`src/rtl/alu_collector_pkg.sv`:
```
// Shared types and constants for the ALU operand collector.
// Command codes, operand-requirement encoding and timeout length.
package alu_collector_pkg;

  typedef enum logic [1:0] {
    S_IDLE,
    S_WAIT,
    S_ISSUE
  } state_e;

  typedef enum logic [1:0] {
    NONE,
    A_ONLY,
    B_ONLY,
    BOTH
  } req_e;

  localparam int TIMEOUT_CYCLES = 16;
  localparam int CNT_W = $clog2(TIMEOUT_CYCLES + 1);

  // MODE=1 arithmetic command codes
  localparam int unsigned M1_ADD     = 0;
  localparam int unsigned M1_SUB     = 1;
  localparam int unsigned M1_ADD_CIN = 2;
  localparam int unsigned M1_SUB_CIN = 3;
  localparam int unsigned M1_INC_A   = 4;
  localparam int unsigned M1_DEC_A   = 5;
  localparam int unsigned M1_INC_B   = 6;
  localparam int unsigned M1_DEC_B   = 7;
  localparam int unsigned M1_CMP     = 8;
  localparam int unsigned M1_MUL_INC = 9;
  localparam int unsigned M1_MUL_SHL = 10;

  // MODE=0 logic command codes
  localparam int unsigned M0_AND    = 0;
  localparam int unsigned M0_NAND   = 1;
  localparam int unsigned M0_OR     = 2;
  localparam int unsigned M0_NOR    = 3;
  localparam int unsigned M0_XOR    = 4;
  localparam int unsigned M0_XNOR   = 5;
  localparam int unsigned M0_NOT_A  = 6;
  localparam int unsigned M0_NOT_B  = 7;
  localparam int unsigned M0_SHR1_A = 8;
  localparam int unsigned M0_SHL1_A = 9;
  localparam int unsigned M0_SHR1_B = 10;
  localparam int unsigned M0_SHL1_B = 11;
  localparam int unsigned M0_ROL    = 12;
  localparam int unsigned M0_ROR    = 13;

  function automatic logic [1:0] req_mask(req_e r);
    logic [1:0] m;
    m = 2'b00;
    unique case (r)
      A_ONLY:  m = 2'b01;
      B_ONLY:  m = 2'b10;
      BOTH:    m = 2'b11;
      default: m = 2'b00;
    endcase
    return m;
  endfunction

  function automatic logic req_met(req_e r, logic a, logic b);
    return (r != NONE) && ((req_mask(r) & ~{b, a}) == 2'b00);
  endfunction

endpackage

```
`src/rtl/alu_operand_decode.sv`:
```
// Maps MODE/CMD to the operand set the ALU needs.
// Codes outside both command tables flag illegal.
import alu_collector_pkg::*;

module alu_operand_decode #(
  parameter int CMD_WIDTH = 4
) (
  input  logic                 mode,
  input  logic [CMD_WIDTH-1:0] cmd,
  output req_e                 req,
  output logic                 illegal
);

  logic [31:0] c;

  assign c = 32'(cmd);

  always_comb begin
    req = NONE;
    if (mode) begin
      unique case (1'b1)
        c inside {M1_ADD, M1_SUB, M1_ADD_CIN,
                  M1_SUB_CIN, M1_CMP, M1_MUL_INC,
                  M1_MUL_SHL}:
          req = BOTH;
        c inside {M1_INC_A, M1_DEC_A}:
          req = A_ONLY;
        c inside {M1_INC_B, M1_DEC_B}:
          req = B_ONLY;
        default:
          req = NONE;
      endcase
    end else begin
      unique case (1'b1)
        c inside {M0_AND, M0_NAND, M0_OR, M0_NOR,
                  M0_XOR, M0_XNOR, M0_ROL, M0_ROR}:
          req = BOTH;
        c inside {M0_NOT_A, M0_SHR1_A, M0_SHL1_A}:
          req = A_ONLY;
        c inside {M0_NOT_B, M0_SHR1_B, M0_SHL1_B}:
          req = B_ONLY;
        default:
          req = NONE;
      endcase
    end
  end

  assign illegal = (req == NONE);

endmodule

```
`src/rtl/alu_operand_collector.sv`:
```
// Collects ALU operands across cycles, issues one registered request.
// Define ALU_COLLECTOR_TIMEOUT_EN to abort WAIT after TIMEOUT_CYCLES.
import alu_collector_pkg::*;

module alu_operand_collector #(
  parameter int WIDTH     = 8,
  parameter int CMD_WIDTH = 4
) (
  input  logic                 clk,
  input  logic                 rst,
  input  logic                 CE_in,
  input  logic                 MODE_in,
  input  logic                 CIN_in,
  input  logic [CMD_WIDTH-1:0] CMD_in,
  input  logic [1:0]           INP_VALID_in,
  input  logic [WIDTH-1:0]     OPA_in,
  input  logic [WIDTH-1:0]     OPB_in,
  output logic                 in_ready,
  output logic                 CE,
  output logic                 MODE,
  output logic                 CIN,
  output logic [CMD_WIDTH-1:0] CMD,
  output logic [1:0]           INP_VALID,
  output logic [WIDTH-1:0]     OPA,
  output logic [WIDTH-1:0]     OPB,
  output logic                 busy,
  output logic                 timeout_err,
  output logic                 cmd_err
);

  state_e state, state_nxt;

  logic                 mode_q, cin_q;
  logic [CMD_WIDTH-1:0] cmd_q;
  req_e                 req_q;
  logic [WIDTH-1:0]     opa_q, opb_q;
  logic                 have_a, have_b;

  req_e dec_req;
  logic dec_ill;

  logic                 in_wait, acc, rej;
  logic                 take_a, take_b;
  logic                 nxt_a, nxt_b;
  logic [WIDTH-1:0]     nxt_opa, nxt_opb;
  req_e                 cur_req;
  logic [1:0]           cur_mask;
  logic                 cur_mode, cur_cin;
  logic [CMD_WIDTH-1:0] cur_cmd;
  logic                 done, to_hit;

`ifdef ALU_COLLECTOR_TIMEOUT_EN
  logic [CNT_W-1:0] cnt;
`endif

  alu_operand_decode #(
    .CMD_WIDTH(CMD_WIDTH)
  ) u_decode (
    .mode   (MODE_in),
    .cmd    (CMD_in),
    .req    (dec_req),
    .illegal(dec_ill)
  );

  always_ff @(posedge clk) begin
    if (!rst) state <= S_IDLE;
    else      state <= state_nxt;
  end

  always_comb begin
    in_wait   = (state == S_WAIT);
    acc       = (state == S_IDLE) & CE_in & ~dec_ill;
    rej       = (state == S_IDLE) & CE_in & dec_ill;
    take_a    = (acc | (in_wait & CE_in)) & INP_VALID_in[0];
    take_b    = (acc | (in_wait & CE_in)) & INP_VALID_in[1];
    // A fresh request forgets whatever the previous one held
    nxt_a     = take_a | (in_wait & have_a);
    nxt_b     = take_b | (in_wait & have_b);
    nxt_opa   = take_a ? OPA_in : opa_q;
    nxt_opb   = take_b ? OPB_in : opb_q;
    cur_req   = acc ? dec_req : req_q;
    cur_mode  = acc ? MODE_in : mode_q;
    cur_cin   = acc ? CIN_in  : cin_q;
    cur_cmd   = acc ? CMD_in  : cmd_q;
    cur_mask  = req_mask(cur_req);
    done      = (acc | in_wait) & req_met(cur_req, nxt_a, nxt_b);
`ifdef ALU_COLLECTOR_TIMEOUT_EN
    to_hit    = in_wait & ~done &
                (cnt == CNT_W'(TIMEOUT_CYCLES - 1));
`else
    to_hit    = 1'b0;
`endif
    state_nxt = state;
    unique case (state)
      S_IDLE: begin
        if (done)     state_nxt = S_ISSUE;
        else if (acc) state_nxt = S_WAIT;
      end
      S_WAIT: begin
        if (done)        state_nxt = S_ISSUE;
        else if (to_hit) state_nxt = S_IDLE;
      end
      S_ISSUE: state_nxt = S_IDLE;
      default: state_nxt = S_IDLE;
    endcase
  end

  always_ff @(posedge clk) begin
    if (!rst) begin
      mode_q    <= 1'b0;
      cin_q     <= 1'b0;
      cmd_q     <= '0;
      req_q     <= NONE;
      opa_q     <= '0;
      opb_q     <= '0;
      have_a    <= 1'b0;
      have_b    <= 1'b0;
      CE        <= 1'b0;
      MODE      <= 1'b0;
      CIN       <= 1'b0;
      CMD       <= '0;
      INP_VALID <= 2'b00;
      OPA       <= '0;
      OPB       <= '0;
      cmd_err   <= 1'b0;
    end else begin
      CE      <= done;
      cmd_err <= rej;
      opa_q   <= nxt_opa;
      opb_q   <= nxt_opb;
      have_a  <= nxt_a & ~done & ~to_hit;
      have_b  <= nxt_b & ~done & ~to_hit;
      if (acc) begin
        mode_q <= MODE_in;
        cin_q  <= CIN_in;
        cmd_q  <= CMD_in;
        req_q  <= dec_req;
      end
      if (done) begin
        MODE      <= cur_mode;
        CIN       <= cur_cin;
        CMD       <= cur_cmd;
        INP_VALID <= cur_mask;
        OPA       <= cur_mask[0] ? nxt_opa : '0;
        OPB       <= cur_mask[1] ? nxt_opb : '0;
      end
    end
  end

`ifdef ALU_COLLECTOR_TIMEOUT_EN
  always_ff @(posedge clk) begin
    if (!rst) begin
      cnt         <= '0;
      timeout_err <= 1'b0;
    end else begin
      timeout_err <= to_hit;
      if (in_wait && state_nxt == S_WAIT) cnt <= cnt + 1'b1;
      else                                cnt <= '0;
    end
  end
`else
  assign timeout_err = 1'b0;
`endif

  assign in_ready = (state != S_ISSUE);
  assign busy     = (state != S_IDLE);

endmodule

```
`config.mk`:
```
export PLATFORM = sky130hd
export DESIGN_NAME = alu_operand_collector
export DESIGN_NICKNAME = d
export VERILOG_FILES = /design/src/rtl/alu_collector_pkg.sv /design/src/rtl/alu_operand_decode.sv /design/src/rtl/alu_operand_collector.sv
export SDC_FILE = /design/constraint.sdc
export NUM_CORES = 1
export LEC_CHECK = 0
export ABC_AREA = 1
export ABC_CLOCK_PERIOD_IN_PS = 4700
export CORE_UTILIZATION = 47
export CTS_CLUSTER_DIAMETER = 80
export DETAILED_ROUTE_END_ITERATION = 8
export GPL_ROUTABILITY_DRIVEN = 0
export PLACE_DENSITY = 0.77
export SKIP_CTS_REPAIR_TIMING = 1
export SLEW_MARGIN = 20
export SYNTH_ARGS = -nofsm -noshare
export SYNTH_HDL_FRONTEND = slang
export SYNTH_SLANG_ARGS = --single-unit
```
`constraint.sdc`:
```
create_clock -name clk -period 4.7 [get_ports clk]
set_input_delay 0.47 -clock clk [delete_from_list [all_inputs] [get_ports clk]]
set_output_delay 0.47 -clock clk [all_outputs]
set_load 0.005 [all_outputs]
```
==> impl_metrics.json, run 1 <==
{
  "synthCells": 289,
  "r2r_start": "state[1]",
  "drive_gt1_frac": 0.0680,
  "fill_cells": 406,
  "async_flop_share": 0,
  "yosys_warnings": 0,
  "finalCriticalPeriod_ps": 2720,
  "syn_area_um2": 2210,
  "dp_hpwl_mm": 3.27,
  "drtAntennaViolNets": 0,
  "yosysSeqAreaShare": 0.489,
  "multi_input_area_um2": 932,
  "synth.distinct_cells": 25,
  "violations": "design-rule violations",
  "synth_flop_cell": "dfxtp_1",
  "fin_skew_ps": 8.68,
  "rows": 24,
  "root_buffer": "clkbuf_8",
  "slew-limit-headroom": 0.652,
  "antenna_cells": 0,
  "min-delay-start": "opb_q[0]",
  "placed_area_um2": 2740,
  "final_core_util": 0.634,
  "power_density_nw_per_um2": 440,
  "drv_cap": 0,
  "tightest_slew_ps": 518,
  "num-nets-final": 365,
  "firstDrtPassIters": 7,
  "path_clk_slew_ps": 90,
  "drt-wirelength-per-cell_um": 12.0,
  "met3_usage": 0.0370,
  "initial_core_util": 0.497,
  "clock-sinks": 54,
  "clk_latency_ps": 300,
  "grt_pass1_wl_mm": 8.25,
  "start_kind": "input port",
  "fin_tns_setup_ps": 0,
  "cts.path.max_buffers": 2,
  "fmax_ghz": 0.368,
  "synthToLayoutAreaGrowth_pct": 27.5,
  "status": "finished with violations",
  "drv_slew": 0,
  "min_path_cells": 2,
  "grt_pass1_vias": 1882,
  "wl_mm": 4.69,
  "dieWidth_um": 70.6,
  "met2_usage": 0.358,
  "final_area_um2": 2820,
  "dieArea_um2": 4980,
  "setup_violations": 0,
  "syn_area_per_cell_um2": 7.65,
  "gr-usage-all-layers": 0.206,
  "die_h_um": 70.6,
  "hold_path_end": "opb_q[0]",
  "critPathArrivalTime_ps": 2920,
  "drtIter0Drc": 150,
  "grt_antenna_before_repair": 0,
  "hold_ws_ps": 473,
  "grt_setup_unrepaired": "no",
  "path_max_fanout": 28,
  "power_mw": 1.24,
  "synth_seq_cells": 54,
  "grt_max_degree": 32,
  "grt_use_met1": 0.262,
  "end_kind": "register",
  "timing_worst_setup_path_type": "in -> reg",
  "required_ps": 4910,
  "core_um2": 4440,
  "hold_class": "reg -> reg",
  "reg2reg_slack_ps": 2360,
  "busiest_layer": "met2",
  "dr_total_vias": 1959,
  "port_buffers": 54,
  "timing.final.crit_share": 0.578,
  "ff2ff_path_depth": 11,
  "regArea_um2": 1080,
  "drc_errors": 14,
  "htree_levels": 2,
  "ir_worst_vdd_uv": 237,
  "ioPinCount": 56,
  "overflow": 0,
  "synth_nets": 316,
  "numCtsBuffers": 5,
  "cts_tree": "done",
  "via_per_inst": 5.02,
  "power_leakage_nw": 1.31,
  "synth-edff-count": 0,
  "r2r_end": "CMD[0]",
  "finalHoldViolations": 0
}
## power by group
group,switching (mW),internal (mW),leakage [nW]
combinational,0.257,0.181,0.831
sequential,0.0309,0.532,0.441
clock,0.137,0.103,0.0383
total,0.424,0.816,1.31
## cell usage after synthesis (2+ instances only)
cell type	count	area share
buf_4	4	0.014
inv_2	2	0.0034
nand3_2	3	0.014
nand2_2	2	0.0057
a21oi_1	17	0.039
nand3_4	4	0.032
nand2_1	86	0.15
nor2_1	16	0.027
buf_1	2	0.0034
buf_2	2	0.0045
nand3_1	50	0.11
or2_2	2	0.0057
buf_6	2	0.010
nand4_1	2	0.0057
clkbuf_1	3	0.0051
inv_1	26	0.044
o21ai_0	5	0.011
dfxtp_1	54	0.49
## state kept, by name, summed over array words and instances (netlist names), 2 cells and up
name	flops
CMD	4
opa_q	8
opb_q	8
OPA	8
cmd_q	4
state	2
INP_VALID	2
req_q	2
OPB	8
## cell families (layout without fill, tap and decap cells)
| logic type | after synthesis | after routing | synth area share |
|---|---|---|---|
| flops | 54 | 54 | 0.489 |
| buf+inv | 43 | 92 | 0.0889 |
| other cells | 1 | 1 | 0.00170 |
| simple gates | 168 | 168 | 0.367 |
| compound gates | 23 | 23 | 0.0532 |
## cell usage in the layout (no fill, tap or decap), types with 4 or more instances in the layout
cell type / count
nor2_1: 16
inv_1: 26
o21ai_0: 5
dfxtp_1: 54
nand3_4: 4
nand3_1: 50
clkdlybuf4s50_1: 54
nand2_1: 86
clkbuf_8: 5
a21oi_1: 17
## final cells by class
type	count	area share
inverters	30	0.0409
repair buffers	55	0.194
well taps	52	0.0231
flip-flops and latches	54	0.384
clock buffers	7	0.0271
multi-input cells	192	0.331
## critical path: stages
cell and delay (ps):
clkdlybuf4s50_1 590, nand2_1 130, nand2_1 90, nand3_2 90
nand3_4 150, nand2_1 80, nand2_1 350, nor2_1 70
inv_1 140, nand3_4 310, nand2_2 260, nand2_1 90
nand2_1 60, inv_1 30
## layer usage
metal	up-vias	share of wire	wire, µm
met3	2	0.054	253
met4	0	0.0058	27
met1	892	0.45	2120
met2	53	0.49	2280
li1	1012	-	-
met5	-	0	0
## how the worst max path moves through the flow
| stage | to | depth (start not counted) | from | slack (ps) |
|---|---|---|---|---|
| 3_5_place_dp | CMD[0] | 14 | CMD_in[1] | 1660 |
| 5_1_grt | CMD[0] | 14 | CMD_in[1] | 1730 |
| 3_3_place_gp | CMD[0] | 14 | CMD_in[1] | 1720 |
| 6_report | CMD[0] | 14 | CMD_in[1] | 1980 |
| 4_1_cts | CMD[0] | 14 | CMD_in[1] | 1980 |
| 2_1_floorplan | CMD[2] | 14 | CMD_in[2] | 2910 |
## through the flow
stage,instances,setup slack (ps)
2_1_floorplan,289,2910
3_3_place_gp,383,1720
3_5_place_dp,383,1660
4_1_cts,390,1980
5_1_grt,390,1730
6_report,390,1980
(Power assumes the default switching activity.)
==> inputs of run 2 (changes only) <==
Settings changed: ABC_CLOCK_PERIOD_IN_PS 4700 to 2350, CORE_UTILIZATION 47 to 43, PLACE_DENSITY 0.77 to 0.74.
Clock period 4.7 ns to 2.35 ns, I/O delays scaled along.
==> run 2 against run 1 <==
Compared with the run above: the run now ends clean; cell count increased by 6.2%; non-clock buffer count increased by 8; final area increased by 5.0%; register-to-register slack got worse by 2000 ps; clock skew decreased by 1.1 ps; die area increased by 9.0%; utilization decreased by 2.4 points; sequential share of layout area decreased by 1.8 points; combinational power increased by 110%; first-iteration DRC count decreased by 57%; critical endpoint is now CMD[3].
==> impl_metrics.json, run 2 (synthesis results as in run 1) <==
{
  "via_per_inst": 4.78,
  "min-delay-start": "opb_q[3]",
  "power_frac_clock": 0.263,
  "combPwrFrac": 0.336,
  "grt_antenna_before_repair": 0,
  "overflow": 0,
  "min_path_cells": 2,
  "root_buffer": "clkbuf_8",
  "firstDrtPassIters": 4,
  "finalHoldViolations": 0,
  "dieWidth_um": 73.7,
  "netSwitchingPower_mw": 0.892,
  "timing.final.crit_share": 0.879,
  "power_switching_share": 0.319,
  "finalCriticalPeriod_ps": 2070,
  "finalNonFillerCells": 414,
  "grt_max_degree": 31,
  "fill_cells": 431,
  "slew-limit-headroom": 0.650,
  "drv_slew": 0,
  "num-nets-final": 373,
  "ir_worst_vdd_uv": 459,
  "power_leakage_nw": 1.38,
  "met3_usage": 0.0549,
  "ioPinCount": 56,
  "drtIter0Drc": 65,
  "grt_use_met1": 0.247,
  "drive_gt1_frac": 0.0980,
  "grt_setup_unrepaired": "no",
  "r2r_start": "state[1]",
  "dp_hpwl_mm": 3.40,
  "dpl.cell_count": 406,
  "fin_tns_setup_ps": 0,
  "ff2ff_path_depth": 12,
  "post-place-ws_ps": -30.1,
  "fin_skew_ps": 7.56,
  "synthToLayoutAreaGrowth_pct": 33.9,
  "mostFrequentLayoutCell": "nand2_1",
  "start_kind": "input port",
  "startpoint": "CMD_in[1]",
  "tightest_slew_ps": 521,
  "clock-sinks": 54,
  "dr_total_vias": 1977,
  "dieArea_um2": 5430,
  "grt_pass1_wl_mm": 8.07,
  "fmax_ghz": 0.484,
  "drtAntennaViolNets": 0,
  "gr-usage-all-layers": 0.195,
  "wl_mm": 4.80,
  "timing_worst_setup_path_type": "in -> reg",
  "die_h_um": 73.7,
  "cts.path.max_buffers": 2,
  "hold_class": "reg -> reg",
  "end_kind": "register",
  "drc_errors": 0,
  "final_cell_mix": "nand2_1, dfxtp_1, clkdlybuf4s50_1, nand3_1, inv_1",
  "initial_core_util": 0.456,
  "critPathArrivalTime_ps": 2310,
  "met2_usage": 0.316,
  "grt_pass1_vias": 1826,
  "numCtsBuffers": 5,
  "seqPwrFrac": 0.401,
  "port_buffers": 54,
  "htree_levels": 2,
  "power_density_nw_per_um2": 946,
  "required_ps": 2600,
  "internal-power_mw": 1.91,
  "drt-wirelength-per-cell_um": 11.6,
  "clk_latency_ps": 310,
  "antenna_cells": 0,
  "path_max_fanout": 12,
  "cts_tree": "done",
  "busiest_layer": "met2",
  "core_um2": 4850,
  "rows": 25,
  "fin_ws_ps": 284,
  "setup_violations": 0,
  "drv_cap": 0,
  "path_clk_slew_ps": 100,
  "status": "complete, no violations"
}
==> run 2: layout make-up <==
class | instances | area, µm² | share of cell area
flip-flops and latches | 54 | 1080 | 0.365
multi-input cells | 192 | 932 | 0.315
repair buffers | 63 | 608 | 0.206
inverters | 30 | 115 | 0.0389
well taps | 67 | 83.8 | 0.0283
clock buffers | 5 | 68.8 | 0.0233
clock inverters | 3 | 68.8 | 0.0233
==> run 2: critical path, stage by stage <==
cell             delay (ps)
clkdlybuf4s50_1         600
nand2_1                 130
nand2_1                 100
nand3_2                 100
nand3_4                 150
nand2_1                  80
nand2_1                 160
nor2_1                   60
inv_1                   130
nand3_4                 160
buf_4                   220
nand2_1                  70
inv_1                    30
nor2_1                   80
==> run 2: through the flow <==
| step | power, mW | area, µm² | util | hold slack [ps] |
|---|---|---|---|---|
| after global placement | 2.07 | 2820 | 0.582 | 454 |
| final | 2.80 | 2960 | 0.610 | 470 |
| after CTS | 2.82 | 2960 | 0.610 | 473 |
| after detailed placement | 2.09 | 2820 | 0.582 | 457 |
| after global routing | 2.98 | 2960 | 0.610 | 496 |
| after floorplan | 1.73 | 2210 | - | 384 |
==> run 2: final timing paths <==
| check | endpoint | slack (ps) |
|---|---|---|
| min | opb_q[3] | 470 |
| max reg2reg | CIN | 370 |
| max | CMD[3] | 280 |
| min reg2reg | opb_q[3] | 470 |
==> run 2: power groups by stage <==
stage	clock [mW]	combinational (mW)	sequential (mW)
finish	0.736	0.941	1.12
global route	0.786	1.05	1.14
global placement	0	0.930	1.14
detailed placement	0	0.945	1.14
CTS	0.745	0.954	1.12
floorplan	0	0.591	1.14
==> run 2: routing by layer <==
metal	routed length [µm]	up-vias
met5	0	-
met2	2290	50
met3	275	6
met4	76	0
li1	-	1027
met1	2160	894
==> inputs of run 3 (changes only) <==
Settings changed: ABC_CLOCK_PERIOD_IN_PS 2350 to default, CORE_MARGIN from default to 2.
==> run 3 against run 2 <==
Compared with the run above: die area increased by 5.5%; routed wire length fell by 0.83%; setup slack gained 42 ps; global-route usage decreased by 1.7 points; non-clock buffer count is 1 higher; critical path type unchanged; critical path depth unchanged; largest cell class unchanged.
==> impl_metrics.json, run 3 (synthesis results as in run 1) <==
{
  "status": "complete, no violations",
  "start_kind": "input port",
  "combPwrFrac": 0.355,
  "tightest_slew_ps": 571,
  "seqPwrFrac": 0.420,
  "power_frac_clock": 0.225,
  "grt_antenna_before_repair": 0,
  "power_density_nw_per_um2": 911,
  "clk_latency_ps": 300,
  "crit_family": "simple AND/OR/NAND/NOR gates",
  "drv_slew": 0,
  "ir_worst_vdd_uv": 439,
  "drv_cap": 0,
  "via_per_inst": 4.73,
  "fin_ws_ps": 327,
  "dp_hpwl_mm": 3.39,
  "grt_setup_unrepaired": "no",
  "path_clk_slew_ps": 90,
  "power_leakage_nw": 1.37,
  "core_um2": 5040,
  "cts_tree": "done",
  "num-nets-final": 374,
  "grt_pass1_vias": 1776,
  "r2r_end": "INP_VALID[1]",
  "dr_total_vias": 1976,
  "min_path_cells": 2,
  "drtAntennaViolNets": 0,
  "overflow": 0,
  "fmax_ghz": 0.494,
  "final_cell_mix": "nand2_1, dfxtp_1, clkdlybuf4s50_1, nand3_1, inv_1",
  "internal-power_mw": 1.81,
  "antenna_cells": 0,
  "worst-path-buf-inv": 3,
  "root_buffer": "clkbuf_8",
  "cpMostUsedCell": "nand2_1",
  "timing.final.crit_share": 0.861,
  "fin_tns_setup_ps": 0,
  "reg2reg_slack_ps": 440,
  "cp_slowest_cell": "clkdlybuf4s50_1",
  "port_buffers": 54,
  "finalHoldViolations": 0,
  "end_kind": "register",
  "min-delay-start": "opb_q[1]",
  "netSwitchingPower_mw": 0.873,
  "die_h_um": 75.7,
  "hold_class": "reg -> reg",
  "drtIter0Drc": 84,
  "dieArea_um2": 5730,
  "htree_levels": 2,
  "post-place-ws_ps": 7.52,
  "clock-sinks": 54,
  "mostFrequentLayoutCell": "nand2_1",
  "ioPinCount": 56,
  "path_max_fanout": 8,
  "gr-usage-all-layers": 0.178,
  "critPathArrivalTime_ps": 2230,
  "power_mw": 2.68,
  "finalCriticalPeriod_ps": 2020,
  "initial_core_util": 0.438,
  "grt_max_degree": 31,
  "ff2ff_path_depth": 11,
  "max_stage_delay_ps": 600,
  "r2r_start": "state[1]",
  "drive_gt1_frac": 0.0977,
  "grt_pass1_wl_mm": 7.87,
  "drc_errors": 0,
  "required_ps": 2550,
  "slew-limit-headroom": 0.617,
  "numCtsBuffers": 5,
  "fin_skew_ps": 7.09,
  "crit_path_cell_trace": "clkdlybuf4s50_1, nand2_1, nand2_1, nand3_1, nand3_4, nand2_1, nand2_1, nor2_1, inv_1, nand3_4, nand2_2, nand2_1, nand2_1, inv_1",
  "dieWidth_um": 75.7,
  "hold_ws_ps": 474,
  "wl_mm": 4.76,
  "power_switching_share": 0.326,
  "hold_path_end": "opb_q[1]",
  "setup_violations": 0,
  "synthToLayoutAreaGrowth_pct": 33.1,
  "timing_worst_setup_path_type": "in -> reg",
  "rows": 26,
  "firstDrtPassIters": 4,
  "cts.path.max_buffers": 2,
  "drt-wirelength-per-cell_um": 11.4
}
## run 3: final cells by class
type	instances	area (µm²)
Fill cell	456	2100
Inverter	30	115
Tap cell	70	87.6
Sequential cell	54	1080
Clock buffer	6	72.6
Clock inverter	2	37.5
Multi-Input combinational cell	192	932
Timing Repair Buffer	64	616
## run 3: worst max-delay path by stage
stage / from / slack, ps / endpoint / depth (start not counted)
floorplan: state[1] / 620 / INP_VALID[0] / 11
global placement: CMD_in[1] / 90 / OPB[2] / 13
detailed placement: CMD_in[1] / 8 / INP_VALID[1] / 13
CTS: CMD_in[1] / 320 / CMD[1] / 14
global route: CMD_in[1] / 130 / CMD[1] / 14
finish: CMD_in[1] / 330 / CMD[1] / 14
## run 3: through the flow
stage	cells	cell area [µm²]	util
2_1_floorplan	289	2210	-
3_3_place_gp	410	2830	0.562
3_5_place_dp	410	2830	0.562
4_1_cts	418	2940	0.583
5_1_grt	418	2940	0.583
6_report	418	2940	0.583
## run 3: metal layers
metal	wire length [µm]	global-route usage	vias to the layer above
met5	0	0	-
met4	41	0.0429	0
met3	250	0.0476	4
met2	2270	0.286	47
met1	2200	0.241	896
li1	-	-	1029
## run 3: power groups by stage
stage | sequential (mW) | combinational [mW] | clock (mW)
floorplan | 1.14 | 0.591 | 0
global placement | 1.15 | 0.943 | 0
detailed placement | 1.15 | 0.957 | 0
CTS | 1.13 | 0.962 | 0.616
global route | 1.14 | 1.07 | 0.659
finish | 1.12 | 0.952 | 0.603
## run 3: worst min-delay path, stage by stage (launching register included)
cell	delay, ps
dfxtp_1	310
nand2_1	50
a21oi_1	70
==> RTL edit: new RTL, flow settings as in run 2 <==
`CMD_WIDTH` is set to 4 in 2 places; all go to 5.
--- a/src/rtl/alu_operand_decode.sv
+++ b/src/rtl/alu_operand_decode.sv
@@ -3,7 +3,7 @@
 import alu_collector_pkg::*;
 
 module alu_operand_decode #(
-  parameter int CMD_WIDTH = 4
+  parameter int CMD_WIDTH = 5
 ) (
   input  logic                 mode,
   input  logic [CMD_WIDTH-1:0] cmd,
--- a/src/rtl/alu_operand_collector.sv
+++ b/src/rtl/alu_operand_collector.sv
@@ -4,7 +4,7 @@
 
 module alu_operand_collector #(
   parameter int WIDTH     = 8,
-  parameter int CMD_WIDTH = 4
+  parameter int CMD_WIDTH = 5
 ) (
   input  logic                 clk,
   input  logic                 rst,
Ports: changed (resized CMD and CMD_in); port bits go from 56 to 58. No check against the original RTL was run, so the function may have changed too.
==> RTL edit against run 2 <==
  * Critical path depth grew 2
  * Cell area increased by 5.2%
  * Fmax down 1.9%
  * Sequential share of layout area decreased by 0.51 points
  * Cell count increased by 9.4%
  * First-iteration DRC count up 57%
  * Worst setup slack worse by 40 ps
  * Utilization shrank 0.49 points
  * Area after synthesis rose by 4.1%
  * Count of clock-buffer cells in the layout up 1
  * Wire length up 8.5%
  * Total power down 23%
  * Sequential power fell by 7%
  * Sequential cell count grew 2
  * Largest power group unchanged
  * Highest routed layer unchanged
==> RTL edit: results (changes against run 2) <==
[worst_hold_path]
min_path_type = reg2reg

[yosys]
ys_async_sr_fraction = 0  ; unchanged
synth_mux_area_frac = 0  ; unchanged
synth_fa_ha_area_frac = 0  ; unchanged
avgSynthCellArea_um2 = 7.25  ; -5.1%
ys_types = 25  ; unchanged
synthTopCellsByArea = dfxtp_1 (49%), nand2_1 (15%), nand3_1 (10%)
synth_compound_gate_area_share = 0.0669  ; +0.0137
yosysSeqAreaShare = 0.487  ; -0.00175
synth.net_count = 345  ; +9.2%
synth_common_cells = nand2_1 (93), dfxtp_1 (56), nand3_1 (48), inv_1 (32), a21oi_1 (23)
synth_xor_area_frac = 0  ; unchanged
yosysWarnings = 0  ; unchanged

[cts]
clock_path_buffers = 2  ; unchanged
clk_latency_ps = 310  ; about the same
root_buffer = clkbuf_8
numCtsBuffers = 5  ; unchanged
path_clk_slew_ps = 90
cts_max_level = 2  ; unchanged

[placed_design]
place_ws_ps = -81.4  ; -51.3 ps
placed_area_um2 = 2990  ; +6.1%
port-buffer-count = 56  ; +3.7%
detailed_place_hpwl_um = 3830  ; +13%

[grt]
grt_max_degree = 27  ; -13%
gr-usage-met2 = 0.344  ; +0.0283
grt_pass1_vias = 2001  ; +9.6%
grt_antenna_before_repair = 0  ; unchanged
grtUsageTotal = 0.202  ; +0.00712
grt_pass1_wl_um = 8640  ; +7.1%
met1_usage = 0.256  ; +0.00965
use_met3 = 0.0402  ; -0.0147

[route]
first_iter_violations = 102  ; +57%
firstDrtPassIters = 4  ; unchanged
routedWlPerCell_um = 11.5  ; -0.85%
vias = 2175  ; +10%

[run_status]
status = completed

[pwr]
peakVddDrop_v = 0.000422  ; -8.1%
p_leak_uw = 0.00143  ; +3.9%

[sta]
finalHoldViolations = 0  ; unchanged
tightest_slew_ps = 808  ; +287 ps
fin_skew_ps = 9.13  ; +1.56 ps

[critical_path]
crit_family = simple AND/OR/NAND/NOR gates
crit_path_max_incr_delay_ps = 540  ; -60 ps
crit_fanout = 6  ; -6
crit_arrival_ps = 2330  ; +20 ps
crit_slowest_cell = clkdlybuf4s50_1

[final_layout]
num_antenna_cells = 0  ; unchanged
fin_nets = 410  ; +9.9%
finalNonFillerCells = 453  ; +9.4%
post_route_cells_drive_above_1_share = 0.107  ; +0.00907

[RTL edit: changes by cell type in the layout (fill, tap and decap cells not counted), sizes merged, moves of 3 or more]
cell   delta
nor2      +3
nand3     -5
nand2     +9
a21oi     +7
nand4     +3
buf       +7
inv       +9
[RTL edit: per-layer routing]
layer | share of wire | routed length [µm] | up-vias
li1 | - | - | 1125
met1 | 0.46 | 2420 | 1001
met2 | 0.48 | 2510 | 41
met3 | 0.040 | 207 | 8
met4 | 0.016 | 82 | 0
met5 | 0 | 0 | -
[RTL edit: final timing paths]
kind                               from                        end  slack, ps  cells after the start
hold / removal      opb_q[5]$_SDFF_PN0_        opb_q[5]$_SDFF_PN0_        470                      2
setup / recovery              CMD_in[2]  INP_VALID[1]$_SDFFE_PN0P_        240                     16
setup reg to reg  state[0]$_SDFFE_PN0P_  INP_VALID[1]$_SDFFE_PN0P_        610                     10
hold reg to reg     opb_q[5]$_SDFF_PN0_        opb_q[5]$_SDFF_PN0_        470                      2
[RTL edit: kinds of logic (layout without fill, tap and decap cells)]
family	after synthesis	count (layout)
other cells	1	1
compound gates	30	30
flops	56	56
simple gates	177	177
buf+inv	53	119
[RTL edit: cell type report]
cell class              count  area [µm²]
multi-input cells         208         963
well taps                  70        87.6
clock inverters             2        35.0
repair buffers             72         684
fillers                   486        2030
clock buffers               6        72.6
flip-flops and latches     56        1120
inverters                  39         146
[RTL edit: worst register-to-register path: cells and delay by family, from the launching register on]
kind	cells	cell delay (ps)
compound gates	1	70
buf+inv	2	230
flops	1	340
simple gates	7	950
[RTL edit: per-stage QoR]
step	hold slack [ps]	util	TNS, ps
floorplan	409	-	0
global route	485	0.605	0
detailed placement	453	0.582	-801
CTS	466	0.603	0
finish	469	0.605	0
global placement	454	0.582	0
[RTL edit: report_power, final]
part | switching (µW) | internal [µW]
clock network | 296 | 317
logic | 270 | 229
registers | 25.4 | 1010
